==> config.mk <==
export PLATFORM = sky130hd
export DESIGN_NAME = pt_write_port
export DESIGN_NICKNAME = d
export VERILOG_FILES = /design/src/rtl/pt_write_port.sv
export SDC_FILE = /design/constraint.sdc
export NUM_CORES = 1
export LEC_CHECK = 0
export CELL_PAD_IN_SITES_DETAIL_PLACEMENT = 1
export CELL_PAD_IN_SITES_GLOBAL_PLACEMENT = 1
export CORE_MARGIN = 2
export CORE_UTILIZATION = 43
export CTS_CLUSTER_SIZE = 28
export DETAILED_ROUTE_END_ITERATION = 8
export GPL_TIMING_DRIVEN = 0
export PLACE_DENSITY_LB_ADDON = 0.15
export SYNTH_ARGS = -nofsm -noshare
export SYNTH_HDL_FRONTEND = slang
export SYNTH_SLANG_ARGS = --single-unit
==> constraint.sdc <==
create_clock -name clk -period 4.4 [get_ports clk]
set_clock_uncertainty 0.1 [all_clocks]
set_input_delay 0.44 -clock clk [delete_from_list [all_inputs] [get_ports clk]]
set_output_delay 0.44 -clock clk [all_outputs]
set_load 0.01 [all_outputs]
==> src/rtl/pt_write_port.sv <==
// pt_write_port: buffers pixels from projective_transform in a small FIFO and
// drains them to a 36-bit word memory through a request/grant arbiter slot.
// Horizontally adjacent pixel pairs (even x, then x+1 on the same row) that
// are both queued when a write is prepared are packed into one full word.
module pt_write_port #(
  parameter int DEPTH    = 4,
  parameter int H_ACTIVE = 640,
  parameter int V_ACTIVE = 480
) (
  input  logic        clk,
  input  logic        reset_n,
  input  logic [17:0] pt_pixel_write,
  input  logic [9:0]  pt_x,
  input  logic [8:0]  pt_y,
  input  logic        pt_wr,
  output logic        ptflag,
  output logic        mem_req,
  input  logic        mem_grant,
  output logic [18:0] mem_addr,
  output logic [35:0] mem_data,
  output logic [1:0]  mem_half_en,
  output logic        mem_we,
  output logic        dropped,
  output logic        overflow
);

  localparam int PTR_W = $clog2(DEPTH);
  localparam int CNT_W = $clog2(DEPTH + 1);

  localparam logic [CNT_W-1:0] DEPTH_C = CNT_W'(DEPTH);
  localparam logic [CNT_W-1:0] TWO_C   = CNT_W'(2);
  localparam logic [10:0]      H_LIM   = 11'(H_ACTIVE);
  localparam logic [9:0]       V_LIM   = 10'(V_ACTIVE);

  localparam logic [0:0] S_IDLE = 1'b0;
  localparam logic [0:0] S_REQ  = 1'b1;

  typedef struct packed {
    logic [17:0] pix;
    logic [9:0]  x;
    logic [8:0]  y;
  } entry_t;

  // Word address of a pixel: two pixels per word, 320 words per row.
  function automatic logic [18:0] word_addr(input logic [9:0] x, input logic [8:0] y);
    return (19'(y) * 19'd320) + 19'(x[9:1]);
  endfunction

  entry_t fifo_q [DEPTH];

  logic [0:0]       state_q, state_d;
  logic [CNT_W-1:0] count_q, count_d;
  logic [PTR_W-1:0] wr_ptr_q, wr_ptr_d;
  logic [PTR_W-1:0] rd_ptr_q, rd_ptr_d;
  logic             mem_req_q, mem_req_d;
  logic [18:0]      mem_addr_q, mem_addr_d;
  logic [35:0]      mem_data_q, mem_data_d;
  logic [1:0]       mem_half_en_q, mem_half_en_d;
  logic             pop2_q, pop2_d;
  logic             dropped_q, dropped_d;
  logic             overflow_q, overflow_d;

  logic             accept;
  logic             in_range;
  logic             push;
  logic [1:0]       pop_n;
  logic [PTR_W-1:0] rd_ptr_nxt;
  entry_t           head;
  entry_t           second;
  logic             can_merge;

  // Accept/range decode and FIFO head view; ptflag comes only from the count flop.
  always_comb begin
    ptflag     = (count_q < DEPTH_C);
    accept     = pt_wr & ptflag;
    in_range   = ({1'b0, pt_x} < H_LIM) && ({1'b0, pt_y} < V_LIM);
    push       = accept & in_range;
    rd_ptr_nxt = rd_ptr_q + PTR_W'(1);
    head       = fifo_q[rd_ptr_q];
    second     = fifo_q[rd_ptr_nxt];
    can_merge  = (count_q >= TWO_C) && !head.x[0] &&
                 (second.y == head.y) && (second.x == head.x + 10'd1);
  end

  // Drain FSM: latch the head (or a merged pair) in IDLE, hold it in REQ until granted.
  always_comb begin
    state_d       = state_q;
    mem_req_d     = mem_req_q;
    mem_addr_d    = mem_addr_q;
    mem_data_d    = mem_data_q;
    mem_half_en_d = mem_half_en_q;
    pop2_d        = pop2_q;
    pop_n         = 2'd0;
    case (state_q)
      S_IDLE: begin
        if (count_q != '0) begin
          state_d    = S_REQ;
          mem_req_d  = 1'b1;
          mem_addr_d = word_addr(head.x, head.y);
          if (can_merge) begin
            mem_data_d    = {head.pix, second.pix};
            mem_half_en_d = 2'b11;
            pop2_d        = 1'b1;
          end else if (head.x[0]) begin
            mem_data_d    = {18'd0, head.pix};
            mem_half_en_d = 2'b01;
            pop2_d        = 1'b0;
          end else begin
            mem_data_d    = {head.pix, 18'd0};
            mem_half_en_d = 2'b10;
            pop2_d        = 1'b0;
          end
        end
      end
      S_REQ: begin
        if (mem_grant) begin
          state_d   = S_IDLE;
          mem_req_d = 1'b0;
          pop_n     = pop2_q ? 2'd2 : 2'd1;
        end
      end
      default: begin
        state_d   = S_IDLE;
        mem_req_d = 1'b0;
      end
    endcase
  end

  // Pointer/count bookkeeping and status flags; push and pop may coincide.
  always_comb begin
    wr_ptr_d   = wr_ptr_q + PTR_W'(push);
    rd_ptr_d   = rd_ptr_q + PTR_W'(pop_n);
    count_d    = count_q + CNT_W'(push) - CNT_W'(pop_n);
    dropped_d  = accept & ~in_range;
    overflow_d = overflow_q | (pt_wr & ~ptflag);
  end

  // Control and output registers, cleared asynchronously.
  always_ff @(posedge clk or negedge reset_n) begin
    if (!reset_n) begin
      state_q       <= S_IDLE;
      count_q       <= '0;
      wr_ptr_q      <= '0;
      rd_ptr_q      <= '0;
      mem_req_q     <= 1'b0;
      mem_addr_q    <= '0;
      mem_data_q    <= '0;
      mem_half_en_q <= '0;
      pop2_q        <= 1'b0;
      dropped_q     <= 1'b0;
      overflow_q    <= 1'b0;
    end else begin
      state_q       <= state_d;
      count_q       <= count_d;
      wr_ptr_q      <= wr_ptr_d;
      rd_ptr_q      <= rd_ptr_d;
      mem_req_q     <= mem_req_d;
      mem_addr_q    <= mem_addr_d;
      mem_data_q    <= mem_data_d;
      mem_half_en_q <= mem_half_en_d;
      pop2_q        <= pop2_d;
      dropped_q     <= dropped_d;
      overflow_q    <= overflow_d;
    end
  end

  // FIFO storage; contents are meaningless while count says the slot is empty.
  always_ff @(posedge clk) begin
    if (push) begin
      fifo_q[wr_ptr_q] <= {pt_pixel_write, pt_x, pt_y};
    end
  end

  assign mem_req     = mem_req_q;
  assign mem_addr    = mem_addr_q;
  assign mem_data    = mem_data_q;
  assign mem_half_en = mem_half_en_q;
  assign mem_we      = mem_req_q & mem_grant;
  assign dropped     = dropped_q;
  assign overflow    = overflow_q;

endmodule

---- Yosys cells after proc, flatten, opt, wreduce, memory -nomap -nowiden ----
Memory sizes are Yosys's and may differ from the RTL's.
Index checks and enable logic that the tools add are counted.
storage, ports and cells
  register bits after elaboration ......... 69
  RAM bits ................................ 148
  bits of input ports ..................... 41
  output and inout port bits .............. 62
  word-level logic and storage cells ...... 61
  memories kept ........................... 1
memories
  name    depth  width  read ports  clocked after memory_dff  wr ports  RTL line  source
  fifo_q  4      37     2           0                         1         49        entry_t fifo_q [DEPTH];
operators by class
  add/subtract/negate cells ............... 7
  multiply operators ...................... 1
  magnitude comparators ................... 4
  equal/unequal tests ..................... 4
  mux-type cells .......................... 16
  bitwise logic cells ..................... 9
  reduce and logical (&&, ||, !) cells .... 8
operators with widths
  kind                     count
  $mux W36                 2
  $add A18 B9 Y19          1
  $mul A9 B3 Y12 const B   1
  $add A10 B1 Y10 const B  1
  $eq A10 B10 Y1           1
  $lt A10 B10 Y1 const B   1
  $mux W2                  5
  $eq A9 B9 Y1             1
  $lt A9 B9 Y1 const B     1
  $mux W1                  7
  $and A1 B1 Y1            5
  $logic_and A1 B1 Y1      4
  $ne A2 B2 Y1 const B     2
  $pmux W1 S2              2
  $reduce_and A2 Y1        2
  $add A3 B1 Y3            1
  $ge A3 B2 Y1 const B     1
  $lt A3 B3 Y1 const B     1
  $not A1 Y1               3
  $reduce_bool A3 Y1       1
  $sub A3 B2 Y3            1
  $add A2 B1 Y2            1
  $add A2 B1 Y2 const B    1
  $add A2 B2 Y2            1
  other kinds (2)          2

---- Depth between registers and ports, before layout ----
Gate-level depths: netlist (run 1).
An unclocked memory read counts as a cell.
  depth after elaboration ................. 6
  mapped depth ............................ 20
  mapped depth without buffers ............ 12

---- Worst setup path before layout (run 1) ----
OpenSTA, ideal clock, no wires.
  path kind ............................... register to register
  start ................................... register rd_ptr_q[0]
  end ..................................... register mem_addr_q[16], in the netlist mem_addr[16]
  library setup time ...................... 0.095 ns
  data arrival time ....................... 4.257 ns
  required time ........................... 4.205 ns
  setup slack ............................. -0.052 ns
  stages on the path, launching flop included .. 21
  buffers on the path ..................... 8
  clock period less this slack ............ 4.452 ns
  cells stage by stage .................... dfrtp_1 buf_6 buf_6 buf_2 buf_6 buf_6 buf_6 buf_4 buf_4 mux4_2 ha_1 ha_1 inv_1 fa_1 nor2b_1 o21ai_0 a21boi_0 o21ai_0 a21oi_1 a31oi_1 o31ai_1
between the ends
  word-level cells in the longest chain between the ends .. 3
RTL lines
  item                      RTL line  source
  start: declaration        54        logic [PTR_W-1:0] rd_ptr_q, rd_ptr_d;
  start signal: assignment  156       rd_ptr_q <= rd_ptr_d;
  $mem_v2 Z4 W37 (*)        --
  $mul A9 B3 Y12            46        return (19'(y) * 19'd320) + 19'(x[9:1]);
  $add A18 B9 Y19 (*)       46
  end signal: assignment    158       mem_addr_q <= mem_addr_d;
  end: declaration          56        logic [18:0] mem_addr_q, mem_addr_d;
Mark *: on every way between the ends. The rest lies on a longest branch, timed or not.
A chain may end at the register's enable or synchronous reset.

---- Worst setup path after layout (run 1) ----
Ends and elaborated chain as after synthesis.

==> impl_metrics.prom, run 1 <==
# TYPE chip_impl_metric gauge
chip_impl_info{name="run_status",value="finished, final reports clean"} 1
chip_impl_metric{name="pin_count_of_the_biggest_net_entering_global_routing",unit=""} 56
chip_impl_metric{name="worst_ep_required_time",unit="ns"} 4.73
chip_impl_metric{name="via_count",unit=""} 6995
chip_impl_metric{name="worst-r2r-setup-slack",unit="ns"} 0.36
chip_impl_info{name="grt_busiest_layer",value="met2"} 1
chip_impl_info{name="post-synth-top-area-cell",value="sky130_fd_sc_hd__edfxtp_1"} 1
chip_impl_metric{name="setup-violations-final",unit=""} 0
chip_impl_metric{name="global_placement_routability_congestion",unit=""} 0.837
chip_impl_info{name="rsz0062_at_grt",value="false"} 1
chip_impl_metric{name="average_footprint_of_a_synthesized_cell",unit="um2"} 13.8
chip_impl_metric{name="min_period_over_period",unit="%"} 91.8
chip_impl_metric{name="ctsHtreeMaxLevel",unit=""} 1
chip_impl_metric{name="power.share.sequential",unit="%"} 30.1
chip_impl_metric{name="setup_slack",unit="ns"} 0.361
chip_impl_metric{name="r2r.worst_path.cells",unit=""} 15
chip_impl_metric{name="synth.yosys.warnings",unit=""} 0
chip_impl_metric{name="final_max_slew_viol_count",unit=""} 0
chip_impl_metric{name="die-width",unit="um"} 161
chip_impl_info{name="cp_cell_instances",value="buf_12 -> buf_6 -> buf_16 -> mux4_2 -> ha_1 -> ha_1 -> inv_1 -> fa_1 -> nor2b_1 -> o21ai_0 -> a21boi_2 -> o21ai_0 -> a21oi_2 -> a31oi_1 -> o31ai_1"} 1
chip_impl_metric{name="gr-usage-met2",unit="%"} 39.2
chip_impl_info{name="synth.top_cells.by_area",value="sky130_fd_sc_hd__edfxtp_1 42%, sky130_fd_sc_hd__dfrtp_1 16%, sky130_fd_sc_hd__mux4_2 13%"} 1
chip_impl_metric{name="insertion_delay",unit="ns"} 0.53
chip_impl_metric{name="worst_slew_margin_rel",unit="%"} 48.9
chip_impl_metric{name="core.rowCount",unit=""} 57
chip_impl_metric{name="grt_pass1_vias",unit=""} 7865
chip_impl_metric{name="drt_iter0_drc",unit=""} 359
chip_impl_metric{name="synth-async-reset-ratio",unit="%"} 31.8
chip_impl_metric{name="post_route_cells_drive_above_1_share",unit="%"} 15.6
chip_impl_metric{name="clk_pin_slew",unit="ns"} 0.06
chip_impl_metric{name="clock_power_share",unit="%"} 20.4
chip_impl_info{name="mostFrequentLayoutCells",value="148 x sky130_fd_sc_hd__edfxtp_1, 101 x sky130_fd_sc_hd__clkdlybuf4s50_1, 84 x sky130_fd_sc_hd__nand2_1, 67 x sky130_fd_sc_hd__dfrtp_1, 59 x sky130_fd_sc_hd__mux4_2"} 1
chip_impl_info{name="timing.critical_path.to_type",value="flop"} 1
chip_impl_metric{name="tightest_slew",unit="ns"} 0.764
chip_impl_metric{name="postSynthRegisterBits",unit=""} 217
chip_impl_metric{name="preCtsSetupSlack",unit="ns"} -1.23
chip_impl_metric{name="post-route-drc-count",unit=""} 0
chip_impl_metric{name="ys_seq_area_share",unit="%"} 58.2
chip_impl_metric{name="dieArea",unit="um2"} 25900
chip_impl_metric{name="die_height",unit="um"} 161
chip_impl_metric{name="fin_crit",unit="ns"} 4.04
chip_impl_metric{name="clock_sinks",unit=""} 217
chip_impl_info{name="timing.hold.worst.class",value="input pin to async pin"} 1
chip_impl_metric{name="vdd_ir_drop_max",unit="mV"} 0.348
chip_impl_metric{name="n_antenna_cell",unit=""} 0
chip_impl_metric{name="initial_utilization",unit="%"} 43.7
chip_impl_metric{name="areaGrowthSynthToFinish",unit="%"} 23.2
chip_impl_info{name="worstReg2RegEnd",value="mem_addr[16]$_DFFE_PN0P_"} 1
chip_impl_metric{name="grt_antenna_before_repair",unit=""} 0
chip_impl_info{name="final_common_cell",value="sky130_fd_sc_hd__edfxtp_1"} 1
chip_impl_metric{name="hpwl",unit="um"} 20300
chip_impl_metric{name="max-clock-path-buffers",unit=""} 3
chip_impl_metric{name="cts_inserted_buffers",unit=""} 24
chip_impl_metric{name="power.combinational.fraction",unit="%"} 49.4
chip_impl_metric{name="crit_arrival",unit="ns"} 4.37
chip_impl_metric{name="accumulated_negative_setup_slack",unit="ns"} 0
chip_impl_metric{name="avgRoutedWirePerCell",unit="um"} 22.2
chip_impl_metric{name="grt_overflow_total",unit=""} 0
chip_impl_info{name="postSynth.topFlopCell",value="sky130_fd_sc_hd__edfxtp_1"} 1
chip_impl_metric{name="peak_freq",unit="GHz"} 0.248
chip_impl_info{name="crit_path_top_delay_cell",value="sky130_fd_sc_hd__mux4_2"} 1
chip_impl_info{name="critical_path.startpoint_type",value="flop"} 1
chip_impl_metric{name="power.density_cell_area",unit="nW/um2"} 720
chip_impl_metric{name="p_leak",unit="uW"} 0.00493
chip_impl_metric{name="synthesis.area",unit="um2"} 10600
chip_impl_info{name="cts-root-buf",value="sky130_fd_sc_hd__clkbuf_16"} 1
chip_impl_metric{name="max_cap_violations",unit=""} 0
chip_impl_metric{name="synthDominantCellAreaShare",unit="%"} 41.9
chip_impl_metric{name="grt.total_usage",unit="%"} 21.7
chip_impl_metric{name="switching_share",unit="%"} 38.0
chip_impl_info{name="cts_tree",value="yes"} 1
chip_impl_metric{name="ys_types",unit=""} 66
chip_impl_metric{name="hold_viol_final",unit=""} 0
chip_impl_info{name="critical_setup_path_class",value="flop to flop"} 1
chip_impl_metric{name="number_of_synthesized_flops_with_an_enable_pin",unit=""} 148
chip_impl_metric{name="nNetsFinal",unit=""} 973
chip_impl_metric{name="groute.layer.met1.usage",unit="%"} 27.1
chip_impl_metric{name="drt_first_pass_iters",unit=""} 5
chip_impl_metric{name="post_syn_instances",unit=""} 766
chip_impl_metric{name="worst-path-max-fanout",unit=""} 20
chip_impl_metric{name="use_met3",unit="%"} 3.18
chip_impl_metric{name="core_region_area",unit="um2"} 24200
chip_impl_metric{name="critical-path-max-stage-delay",unit="ns"} 0.56
chip_impl_metric{name="io_buffers",unit=""} 102
chip_impl_metric{name="vias_per_cell",unit=""} 5.60
chip_impl_metric{name="total_switching_power",unit="uW"} 3570
chip_impl_metric{name="antenna_violating_nets_post_route",unit=""} 0
chip_impl_metric{name="routed_wirelength",unit="um"} 27700
chip_impl_metric{name="boundaryPins",unit=""} 103
chip_impl_metric{name="power.internal",unit="uW"} 5840
chip_impl_info{name="rr_startpoint",value="rd_ptr_q[0]$_DFF_PN0_"} 1
chip_impl_metric{name="grt_first_pass_wirelength",unit="um"} 43800
chip_impl_metric{name="synth_nets",unit=""} 833
[power by group through the flow]
stage	clock network [uW]	registers, uW	logic [uW]
2_1_floorplan	0	2910	2930
3_3_place_gp	0	2860	4390
3_5_place_dp	0	2870	4590
4_1_cts	1960	2850	4620
5_1_grt	2040	2880	5110
6_report	1920	2840	4650
[flip-flops by register name, summed over array words and instances, names as in the netlist]
name,count
fifo_q,148
mem_data,36
mem_addr,19
count_q,3
mem_half_en,2
rd_ptr_q,2
wr_ptr_q,2
dropped,1
mem_req,1
overflow,1
pop2_q,1
state_q,1
[logic make-up (layout without fill, tap and decap cells)]
| logic type | after synthesis | in the layout | synth area share [%] |
|---|---|---|---|
| AOI/OAI and AO/OA | 108 | 108 | 6.68 |
| xor gates and xnor gates | 76 | 76 | 6.28 |
| adders and majority gates | 26 | 26 | 3.28 |
| buffers and inverters | 73 | 231 | 3.23 |
| DFF | 217 | 217 | 58.2 |
| muxes | 63 | 63 | 12.9 |
| and+or+nand+nor | 203 | 203 | 9.38 |
[layer usage]
| metal | wire length, um | share of wire, % |
|---|---|---|
| met5 | 0 | 0 |
| met4 | 782 | 2.8 |
| met3 | 1350 | 4.9 |
| met2 | 14300 | 51 |
| met1 | 11300 | 41 |
[stage by stage]
| stage | std cells | hold slack, ns | instance area, um2 | total power (uW) | util, % |
|---|---|---|---|---|---|
| 6_report | 1248 | 0.240 | 13100 | 9410 | 53.8 |
| 5_1_grt | 1248 | 0.262 | 13100 | 10000 | 53.8 |
| 4_1_cts | 1245 | 0.218 | 13000 | 9430 | 53.6 |
| 3_5_place_dp | 1205 | 0.224 | 12200 | 7460 | 50.4 |
| 3_3_place_gp | 1192 | 0.338 | 12000 | 7240 | 49.6 |
| 2_1_floorplan | 766 | 0.0444 | 10600 | 5840 | - |
[synth_stat cells (all sizes together) (4+ instances only)]
cell type  count
clkbuf        19
mux4          59
nor2          19
o21a           4
nand2b         6
or3            5
o22ai          4
and3          21
buf           20
nor3           8
nor2b          7
a21oi         30
nand3         26
inv           34
o21ai         36
nand3b         5
nand4          7
xor2          39
dfrtp         69
edfxtp       148
xnor2         37
and2           5
ha            23
nand2         84
[worst max path at each step]
| stage | start | end | slack, ns | cells past startpoint |
|---|---|---|---|---|
| after global routing | rd_ptr_q[0]$_DFF_PN0_ | mem_addr[16]$_DFFE_PN0P_ | 0.09 | 15 |
| final | rd_ptr_q[0]$_DFF_PN0_ | mem_addr[16]$_DFFE_PN0P_ | 0.36 | 15 |
| after detailed placement | rd_ptr_q[1]$_DFF_PN0_ | mem_addr[16]$_DFFE_PN0P_ | -1.23 | 17 |
| after CTS | rd_ptr_q[1]$_DFF_PN0_ | mem_addr[16]$_DFFE_PN0P_ | 0.04 | 15 |
| after floorplan | rd_ptr_q[0]$_DFF_PN0_ | mem_addr[16]$_DFFE_PN0P_ | 0.03 | 20 |
| after global placement | pt_x[7] | fifo_q[1][0]$_DFFE_PP_ | -3.26 | 4 |
[worst max-delay path: cells and delay by family (launching register included)]
kind            cells  cell delay, ns
compound gates      6            1.09
fa+ha+maj           3            0.92
buf+inv             4            0.71
flops               1            0.43
mux                 1            0.56
simple gates        1            0.13
[cell type report]
| class | instances | area, um2 |
|---|---|---|
| Buffer | 32 | 201 |
| Clock buffer | 36 | 687 |
| Timing Repair Buffer | 121 | 1280 |
| Multi-Input combinational cell | 476 | 4120 |
| Clock inverter | 8 | 62.6 |
| Tap cell | 324 | 405 |
| Inverter | 34 | 128 |
| Sequential cell | 217 | 6170 |
| Fill cell | 2408 | 11200 |
[timing repair]
item | in CTS | in global routing
endpoints found under the setup margin | 9 | 4
gates cloned | 0 | 2
pin swaps | 0 | 2
hold buffers | 1 | 0
setup buffers | 0 | 3
gates resized for setup | 11 | 5
endpoints found under the hold margin | 14 | 0
(Power assumes the default switching activity.)
==> run 2, diff against run 1 <==
--- a/config.mk
+++ b/config.mk
@@ -5,14 +5,17 @@
 export SDC_FILE = /design/constraint.sdc
 export NUM_CORES = 1
 export LEC_CHECK = 0
+export ABC_AREA = 1
+export ABC_CLOCK_PERIOD_IN_PS = 4400
 export CELL_PAD_IN_SITES_DETAIL_PLACEMENT = 1
 export CELL_PAD_IN_SITES_GLOBAL_PLACEMENT = 1
 export CORE_MARGIN = 2
-export CORE_UTILIZATION = 43
+export CORE_UTILIZATION = 40
 export CTS_CLUSTER_SIZE = 28
 export DETAILED_ROUTE_END_ITERATION = 8
 export GPL_TIMING_DRIVEN = 0
 export PLACE_DENSITY_LB_ADDON = 0.15
+export SETUP_SLACK_MARGIN = 0.3
 export SYNTH_ARGS = -nofsm -noshare
 export SYNTH_HDL_FRONTEND = slang
 export SYNTH_SLANG_ARGS = --single-unit
==> impl_metrics.prom, run 2 <==
# TYPE chip_impl_metric gauge
chip_impl_info{name="run_status",value="finished, final reports clean"} 1
chip_impl_metric{name="grt_first_pass_wirelength",unit="um"} 55800
chip_impl_info{name="timing.critical_path.to_type",value="flop"} 1
chip_impl_metric{name="crit_arrival",unit="ns"} 4.16
chip_impl_metric{name="critical-path-max-stage-delay",unit="ns"} 0.43
chip_impl_metric{name="post-route-drc-count",unit=""} 0
chip_impl_metric{name="p_leak",unit="uW"} 0.00600
chip_impl_metric{name="fin_crit",unit="ns"} 3.89
chip_impl_metric{name="clk_pin_slew",unit="ns"} 0.06
chip_impl_metric{name="antenna_violating_nets_post_route",unit=""} 0
chip_impl_metric{name="drt_iter0_drc",unit=""} 594
chip_impl_info{name="worstReg2RegEnd",value="mem_addr[14]$_DFFE_PN0P_"} 1
chip_impl_metric{name="setup_slack",unit="ns"} 0.508
chip_impl_metric{name="nNetsFinal",unit=""} 1415
chip_impl_metric{name="max-clock-path-buffers",unit=""} 3
chip_impl_metric{name="preCtsSetupSlack",unit="ns"} 0.385
chip_impl_metric{name="min_period_over_period",unit="%"} 88.5
chip_impl_metric{name="synthesis.area",unit="um2"} 11100
chip_impl_info{name="rsz0062_at_grt",value="true"} 1
chip_impl_metric{name="synth-simple-area-share",unit="%"} 23.8
chip_impl_info{name="cts_tree",value="yes"} 1
chip_impl_metric{name="ys_seq_area_share",unit="%"} 55.6
chip_impl_metric{name="io_buffers",unit=""} 102
chip_impl_metric{name="grt_antenna_before_repair",unit=""} 0
chip_impl_metric{name="final_max_slew_viol_count",unit=""} 0
chip_impl_info{name="library_cell_appearing_most_often_on_the_critical_path",value="sky130_fd_sc_hd__inv_1"} 1
chip_impl_metric{name="synth_adder_area_share",unit="%"} 3.14
chip_impl_metric{name="boundaryPins",unit=""} 103
chip_impl_metric{name="synth-xor-area-share",unit="%"} 1.34
chip_impl_metric{name="avgRoutedWirePerCell",unit="um"} 20.8
chip_impl_metric{name="n_antenna_cell",unit=""} 0
chip_impl_metric{name="synth.yosys.warnings",unit=""} 0
chip_impl_metric{name="grt.total_usage",unit="%"} 25.4
chip_impl_metric{name="ctsHtreeMaxLevel",unit=""} 1
chip_impl_info{name="mostFrequentLayoutCells",value="408 x sky130_fd_sc_hd__nand2_1, 148 x sky130_fd_sc_hd__edfxtp_1, 101 x sky130_fd_sc_hd__clkdlybuf4s50_1, 85 x sky130_fd_sc_hd__inv_1"} 1
chip_impl_metric{name="vias_per_cell",unit=""} 5.29
chip_impl_metric{name="post-layout-total-power",unit="uW"} 11800
chip_impl_metric{name="postSynthRegisterBits",unit=""} 217
chip_impl_metric{name="via_count",unit=""} 9186
chip_impl_info{name="timing.hold.worst.class",value="input pin to async pin"} 1
chip_impl_metric{name="synth_nets",unit=""} 1267
chip_impl_metric{name="r2r.worst_path.cells",unit=""} 20
chip_impl_metric{name="initial_utilization",unit="%"} 40.9
chip_impl_metric{name="areaGrowthSynthToFinish",unit="%"} 24.1
chip_impl_info{name="netlist_top_cells_count",value="409 x sky130_fd_sc_hd__nand2_1, 148 x sky130_fd_sc_hd__edfxtp_1, 85 x sky130_fd_sc_hd__inv_1"} 1
chip_impl_info{name="rr_startpoint",value="rd_ptr_q[0]$_DFF_PN0_"} 1
chip_impl_metric{name="average_footprint_of_a_synthesized_cell",unit="um2"} 9.24
chip_impl_metric{name="worst_slew_margin_rel",unit="%"} 28.8
chip_impl_metric{name="max_cap_violations",unit=""} 0
chip_impl_info{name="synth_top_family_by_area",value="simple AND/OR/NAND/NOR gates"} 1
chip_impl_metric{name="peak_freq",unit="GHz"} 0.257
chip_impl_metric{name="cts_inserted_buffers",unit=""} 24
chip_impl_metric{name="die-width",unit="um"} 171
chip_impl_metric{name="grt_pass1_vias",unit=""} 9805
chip_impl_metric{name="accumulated_negative_setup_slack",unit="ns"} 0
chip_impl_info{name="postSynth.topFlopCell",value="sky130_fd_sc_hd__edfxtp_1"} 1
chip_impl_metric{name="post_route_cells_drive_above_1_share",unit="%"} 10.3
chip_impl_metric{name="insertion_delay",unit="ns"} 0.53
chip_impl_info{name="critical_setup_path_class",value="flop to flop"} 1
chip_impl_metric{name="synth-async-reset-ratio",unit="%"} 31.8
chip_impl_metric{name="hpwl",unit="um"} 26100
chip_impl_metric{name="core_region_area",unit="um2"} 27100
chip_impl_metric{name="clock_sinks",unit=""} 217
chip_impl_metric{name="largest_reg_flops",unit=""} 148
chip_impl_info{name="post-synth-top-count-cell",value="sky130_fd_sc_hd__nand2_1"} 1
chip_impl_metric{name="drt_first_pass_iters",unit=""} 5
chip_impl_metric{name="worst-r2r-setup-slack",unit="ns"} 0.51
chip_impl_metric{name="ys_types",unit=""} 42
chip_impl_metric{name="placed_cells_incl_taps",unit=""} 1693
chip_impl_metric{name="synthDominantCellAreaShare",unit="%"} 40.1
chip_impl_info{name="cts-root-buf",value="sky130_fd_sc_hd__clkbuf_16"} 1
chip_impl_metric{name="dieArea",unit="um2"} 29100
chip_impl_metric{name="post_synth_mux_area_share",unit="%"} 1.35
chip_impl_metric{name="die_height",unit="um"} 171
chip_impl_metric{name="tightest_slew",unit="ns"} 1.06
chip_impl_metric{name="hold_viol_final",unit=""} 0
chip_impl_metric{name="global_placement_routability_congestion",unit=""} 0.828
chip_impl_metric{name="vdd_ir_drop_max",unit="mV"} 0.422
chip_impl_metric{name="worst_ep_required_time",unit="ns"} 4.67
chip_impl_info{name="critical_path.startpoint_type",value="flop"} 1
chip_impl_info{name="final_common_cell",value="sky130_fd_sc_hd__nand2_1"} 1
chip_impl_info{name="post-synth-top-area-cell",value="sky130_fd_sc_hd__edfxtp_1"} 1
chip_impl_metric{name="grt_overflow_total",unit=""} 0
chip_impl_info{name="critical_path.startpoint",value="rd_ptr_q[0]$_DFF_PN0_"} 1
chip_impl_metric{name="routed_wirelength",unit="um"} 36200
chip_impl_info{name="crit_end",value="mem_addr[14]$_DFFE_PN0P_"} 1
chip_impl_info{name="registers.top_by_ff_count",value="fifo_q"} 1
chip_impl_metric{name="synth_compound_area_share",unit="%"} 8.20
chip_impl_metric{name="number_of_synthesized_flops_with_an_enable_pin",unit=""} 148
chip_impl_metric{name="core.rowCount",unit=""} 60
chip_impl_metric{name="finalHoldWorstSlack",unit="ns"} 0.326
chip_impl_metric{name="worst-path-max-fanout",unit=""} 10
chip_impl_metric{name="power.density_cell_area",unit="nW/um2"} 858
chip_impl_info{name="crit_path_top_delay_cell",value="sky130_fd_sc_hd__fa_1"} 1
chip_impl_metric{name="pin_count_of_the_biggest_net_entering_global_routing",unit=""} 38
chip_impl_info{name="cp_cell_instances",value="buf_6 -> inv_8 -> buf_6 -> buf_6 -> nand2_1 -> nand3_1 -> nand2_1 -> inv_1 -> ha_1 -> ha_1 -> inv_1 -> fa_1 -> xnor2_2 -> inv_1 -> nor2_1 -> inv_1 -> or3_1 -> nor2_1 -> xor2_1 -> o21ai_0"} 1
chip_impl_info{name="synth.top_cells.by_area",value="sky130_fd_sc_hd__edfxtp_1 40%, sky130_fd_sc_hd__dfrtp_1 16%, sky130_fd_sc_hd__nand2_1 14%"} 1
chip_impl_metric{name="stdcell_count",unit=""} 1738
chip_impl_metric{name="post_syn_instances",unit=""} 1200
chip_impl_metric{name="setup-violations-final",unit=""} 0
-- run 2: cell count changes in the layout (fill, tap and decap cells not counted), sizes merged, moves of 32 or more --
| cell | previous run | this run |
|---|---|---|
| nand2 | 84 | 419 |
| nor2 | 19 | 88 |
| o21ai | 36 | 74 |
| inv | 34 | 91 |
| mux4 | 59 | 0 |
| nand3 | 26 | 83 |
| xnor2 | 37 | 5 |
-- run 2: what timing repair did --
| item | CTS | global route |
|---|---|---|
| gates resized for setup | 0 | 8 |
| endpoints found under the setup margin | 0 | 9 |
| hold buffers | 1 | 0 |
| endpoints found under the hold margin | 32 | 0 |
| setup buffers | 0 | 0 |
-- run 2: how the worst min path moves through the flow --
stage	startpoint	endpoint	slack, ns
after global routing	reset_n	mem_data[25]$_DFFE_PN0P_	0.36
after CTS	reset_n	mem_data[28]$_DFFE_PN0P_	0.31
after floorplan	reset_n	count_q[0]$_DFF_PN0_	0.04
after global placement	mem_addr[16]$_DFFE_PN0P_	mem_addr[16]$_DFFE_PN0P_	0.36
after detailed placement	reset_n	mem_data[28]$_DFFE_PN0P_	0.32
final	reset_n	mem_data[28]$_DFFE_PN0P_	0.33
-- run 2: cell families (layout without fill, tap and decap cells) --
kind of cell | after synthesis | after routing
DFF | 217 | 217
and+or+nand+nor | 624 | 624
xor gates and xnor gates | 17 | 17
AOI/OAI and AO/OA | 152 | 152
muxes | 15 | 15
buffers and inverters | 149 | 315
adders and majority gates | 26 | 26
-- run 2: area by class of cell --
class / instances / area [um2]
clock inverter: 11 / 165
fill: 3118 / 13300
multi-input combinational: 834 / 4230
inverter: 90 / 348
timing repair buffer: 122 / 1260
buffer: 59 / 384
clock buffer: 33 / 748
sequential: 217 / 6170
tap: 372 / 465
-- run 2: per-layer routing --
metal	up-vias	track usage [%]	part of all wire, %
met2	242	43.2	48
li1	4303	-	-
met4	0	6.91	2.4
met5	-	0	0
met3	59	3.40	4.5
met1	4582	34.1	45
-- run 2: stage by stage --
step	utilization (%)	instance area [um2]
after floorplan	-	11100
after global placement	46.4	12600
after detailed placement	47.3	12800
after CTS	50.7	13800
after global routing	50.8	13800
final	50.8	13800
-- run 2: where the power goes --
group	switching [uW]	total (uW)	internal, uW	leakage, uW
combinational	4280	6680	2400	0.00335
clock	845	2270	1430	0.000451
sequential	231	2850	2620	0.00219
-- run 2: worst max-delay path: cells and delay by family (launching register included) --
kind	cells	cell delay, ns
xor+xnor	2	0.43
buf+inv	8	0.85
compound gates	1	0.09
simple gates	6	0.98
flops	1	0.38
fa+ha+maj	3	0.89
